## config.mk

```make
export PLATFORM = sky130hd
export DESIGN_NAME = jtframe_joysched
export DESIGN_NICKNAME = d
export VERILOG_FILES = /design/src/rtl/jtframe_joysched.sv
export SDC_FILE = /design/constraint.sdc
export NUM_CORES = 1
export LEC_CHECK = 0
export CAP_MARGIN = 20
export CORE_UTILIZATION = 52
export DETAILED_ROUTE_END_ITERATION = 8
export GPL_TIMING_DRIVEN = 0
export HOLD_SLACK_MARGIN = 0.02
export PLACE_DENSITY = 0.78
export SLEW_MARGIN = 15
export SYNTH_ARGS = -nofsm -noshare
export SYNTH_HDL_FRONTEND = slang
export SYNTH_SLANG_ARGS = --single-unit
export TNS_END_PERCENT = 5
```

## constraint.sdc

```tcl
create_clock -name clk -period 3.5 [get_ports clk]
set_clock_uncertainty 0.1 [all_clocks]
set_input_delay 1.05 -clock clk [delete_from_list [all_inputs] [get_ports clk]]
set_output_delay 1.05 -clock clk [all_outputs]
set_load 0.02 [all_outputs]
```

## src/rtl/jtframe_joysched.sv

```systemverilog
// Joystick scan scheduler: walks the players one per clock through a
// shared debounce and 4-way restriction stage on every sample tick.
module jtframe_joysched #(
  parameter int PLAYERS = 2,
  parameter int DEB     = 2
) (
  input  logic                   clk,
  input  logic                   rst_n,
  input  logic                   cen,
  input  logic                   enable,
  input  logic [4*PLAYERS-1:0]   joy_in,
  output logic [4*PLAYERS-1:0]   joy_out,
  output logic                   busy,
  output logic                   done,
  output logic                   miss
);

  typedef enum logic [1:0] {
    IDLE,
    SCAN,
    DONE
  } state_t;

  localparam logic [1:0] LAST = 2'(PLAYERS - 1);
  localparam logic [3:0] DEB4 = 4'(DEB);

  state_t     state_q, state_d;
  logic [1:0] idx_q, idx_d;
  logic       miss_q, miss_d;

  logic [3:0] cand_q [PLAYERS];
  logic [3:0] cnt_q  [PLAYERS];
  logic [3:0] out_q  [PLAYERS];

  logic [3:0] s;
  logic [3:0] cand_sel;
  logic [3:0] cnt_sel;
  logic [3:0] cnt_nx;
  logic       same;
  logic       acc;
  logic       legal;
  logic       upd;
  logic       proc;

  always_comb begin
    state_d = state_q;
    idx_d   = idx_q;
    unique case (state_q)
      IDLE: begin
        if (cen) begin
          state_d = SCAN;
          idx_d   = 2'd0;
        end
      end
      SCAN: begin
        if (idx_q == LAST) state_d = DONE;
        else               idx_d   = idx_q + 2'd1;
      end
      DONE: state_d = IDLE;
      default: state_d = IDLE;
    endcase
  end

  assign busy   = (state_q != IDLE);
  assign done   = (state_q == DONE);
  assign miss   = miss_q;
  assign miss_d = cen && busy;
  assign proc   = (state_q == SCAN);

  // Shared stage: pick the slice and history of the player under scan
  always_comb begin
    s        = 4'd0;
    cand_sel = 4'd0;
    cnt_sel  = 4'd0;
    for (int p = 0; p < PLAYERS; p++) begin
      if (idx_q == 2'(p)) begin
        s        = joy_in[4*p +: 4];
        cand_sel = cand_q[p];
        cnt_sel  = cnt_q[p];
      end
    end
  end

  always_comb begin
    same = (s == cand_sel);
    if (!same)               cnt_nx = 4'd1;
    else if (cnt_sel >= DEB4) cnt_nx = DEB4;
    else                     cnt_nx = cnt_sel + 4'd1;
    acc   = (cnt_nx >= DEB4);
    legal = ((s & (s - 4'd1)) == 4'd0);
    upd   = acc && (!enable || legal);
  end

  always_ff @(posedge clk or negedge rst_n) begin
    if (!rst_n) begin
      state_q <= IDLE;
      idx_q   <= 2'd0;
      miss_q  <= 1'b0;
    end else begin
      state_q <= state_d;
      idx_q   <= idx_d;
      miss_q  <= miss_d;
    end
  end

  always_ff @(posedge clk or negedge rst_n) begin
    if (!rst_n) begin
      for (int p = 0; p < PLAYERS; p++) begin
        cand_q[p] <= 4'd0;
        cnt_q[p]  <= 4'd0;
        out_q[p]  <= 4'd0;
      end
    end else if (proc) begin
      for (int p = 0; p < PLAYERS; p++) begin
        if (idx_q == 2'(p)) begin
          cand_q[p] <= s;
          cnt_q[p]  <= cnt_nx;
          if (upd) out_q[p] <= s;
        end
      end
    end
  end

  always_comb begin
    joy_out = '0;
    for (int p = 0; p < PLAYERS; p++) begin
      joy_out[4*p +: 4] = out_q[p];
    end
  end

endmodule

```

==> results by group <==
Synthesis
  – Mapped Cells: 142
  – Seq/Total Area, Yosys: 49.2%
  – Netlist Area Pre-Place: 1470 um^2
  – Yosys reg bits: 29
  – Yosys warns: 0
  – FFs w/ async S/R, synth: 100%
  – Syn_area_per_cell: 10.4 um^2
  – Number of synthesized flops with an enable pin: 0
  – Syn nets: 158
  – Top FF cell, synth: dfrtp_1
  – Distinct cells, synth: 33

Drt
  – Routed Antenna Nets: 0
  – DRC Markers: 0
  – DR WL/cell: 15.3 um
  – Final wirelength: 3080 um
  – DRT Pass-1 Iters: 4
  – Via density per instance: 5.61
  – Routed vias: 1134
  – Initial DRC Count: 43

Place
  – RePlAce Congestion: 0.820
  – Worst slack, placed: -0.0518 ns
  – HPWL after detailed placement: 2310 um
  – IO Port Bufs: 22

Layout
  – Area Growth Syn to Fin: 20.8%
  – Util after Layout: 69.3%
  – Share of cells above drive strength 1: 15.1%
  – Most frequent cells in the layout: dfrtp_1, clkdlybuf4s50_1, nand2_1, o21ai_0, xor2_1
  – Antenna cells: 0
  – Commonest non-fill, non-tap cell in the layout: dfrtp_1
  – Final nets: 187

GRT
  – Initial antenna violation count: 0
  – Total GRT Usage: 22.9%
  – Total grt overflow: 0
  – First-pass GRT wire length: 5300 um
  – Vias in the first global route: 1083
  – Largest net degree at the start of global routing: 30

Power
  – PwrDens: 925 nW/um^2
  – Psw: 698 uW
  – Max rail drop VDD: 0.609 mV
  – Clk pwr share: 11.6%
  – Cell Int Power: 948 uW
  – Power Total: 1.65 mW
  – Sw Ratio: 42.4%
  – Flop pwr share: 34.0%
  – Leakage power: 0.837 nW
  – Combinational share of power: 54.4%

Critical path
  – Slowest stage delay, CP: 0.48 ns
  – Worst-path cell chain: clkdlybuf4s50_1 -> xor2_1 -> o41ai_1 -> nand2_1 -> or4_1 -> buf_2 -> mux2_4
  – CP delay by family, top: simple AND/OR/NAND/NOR gates
  – Worst path required time: 3.62 ns
  – Worst-path fanout max: 4
  – Worst Path Buf+Inv: 2
  – Reg2Reg Depth: 11
  – CP Depth: 7
  – Worst setup SP type: primary input
  – Critical Path AT: 3.34 ns
  – Crit-path slowest cell: clkdlybuf4s50_1
  – CP Capture Type: register
  – Critical setup path kind: primary input to register

Die
  – Core Region: 2570 um^2
  – Initial Utilization: 57.4%
  – Die W: 55.2 um
  – IO Pins: 23
  – Die height: 55.2 um
  – Die area: 3050 um^2
  – Core Rows: 18

Clock network
  – H-tree Lvls: 2
  – Skew-Pair Late Insertion Delay: 0.33 ns
  – CTS tree: built
  – Root Driver: clkbuf_4
  – Cts hold-fix bufs: 0
  – Clk buf depth: 2
  – Clk slew on worst S/H paths: 0.10 ns
  – Number of clock sinks: 29
  – Total CTS buffers: 5

Min path
  – Worst hold path class: register to register
  – Worst hold path depth: 1

Job
  – MaxCap Viol Count: 0

STA
  – Setup TNS: 0 ns
  – Max-Slew Margin vs Limit: 58.5%
  – Final Hold Vio Count: 0
  – Tcrit/Tclk final: 91.8%
  – RSZ-0062 raised after global routing: false
  – Final worst slack: 0.287 ns
  – # setup viols final: 0
  – Pins over their slew limit: 0
  – Fmax: 311 MHz
  – Worst Tran Pin Value: 0.623 ns
  – Final hold slack: 0.396 ns
  – Final min period: 3.21 ns

Run status
  – Status: finished, final reports clean
-- Yosys cell counts (3+ instances only) --
library cell	count	share of area, %
a21oi_1	6	2.0
a22oi_1	3	1.5
o21ai_0	19	6.5
nand2_1	19	4.8
mux2_1	3	2.3
clkbuf_1	4	1.0
xor2_1	8	4.8
inv_1	4	1.0
nor2_1	7	1.8
mux2_4	4	4.1
and2_1	3	1.3
mux2_2	5	3.8
dfrtp_1	29	49
ha_1	4	3.4
-- state kept, by name, summed over array words and instances (netlist names) --
| name | count |
|---|---|
| cand_q | 8 |
| miss | 1 |
| idx_q | 2 |
| joy_out | 8 |
| cnt_q | 8 |
| state_q | 2 |
-- power groups by stage --
stage                     Clock [mW]  Combinational, mW  Sequential [mW]
final                          0.191              0.895            0.560
after global routing           0.208              0.987            0.574
after CTS                      0.196              0.895            0.558
after global placement             0              0.847            0.556
after detailed placement           0              0.890            0.566
after floorplan                    0              0.580            0.593
-- stage by stage --
stage,area [um^2],cells
after global routing,1780,202
after global placement,1730,194
after floorplan,1470,142
final,1780,202
after detailed placement,1730,194
after CTS,1780,202
-- cells by family after synthesis --
family          count (synthesis)  synth area share, %
buf+inv                        11                 3.39
xor+xnor                        9                 5.35
mux                            12                 10.2
fa+ha+maj                       4                 3.40
simple gates                   40                 12.8
flops                          29                 49.2
compound gates                 37                 15.6
-- metal layers --
metal	vias to the layer above	wire (um)	GRT usage, %
met2	23	1410	34.1
met4	0	38	8.93
met1	550	1530	31.3
met3	4	106	7.03
li1	557	-	-
met5	-	0	0
-- path summary, 6_finish.rpt --
kind | slack [ns] | end | startpoint
worst min register to register | 0.40 | joy_out[7] | joy_out[7]
worst max-delay path | 0.29 | joy_out[3] | joy_in[2]
max in group asynchronous | 2.25 | cnt_q[1] | rst_n
worst min-delay path | 0.40 | joy_out[7] | joy_out[7]
min in group asynchronous | 0.62 | joy_out[2] | rst_n
worst max register to register | 0.30 | joy_out[3] | idx_q[0]
-- cell type report --
class | instances | area [um^2]
flip-flops and latches | 29 | 726
plain buffers | 6 | 33.8
well taps | 30 | 37.5
clock buffers | 6 | 41.3
multi-input cells | 102 | 698
inverters | 5 | 18.8
repair buffers | 22 | 215
fillers | 200 | 787
clock inverters | 2 | 10.0
-- repair_timing --
action,4_1_cts,5_1_grt
setup endpoints to repair,4,4
setup buffers,0,0
resized for setup,1,2
Power figures use the tool's default switching activity.
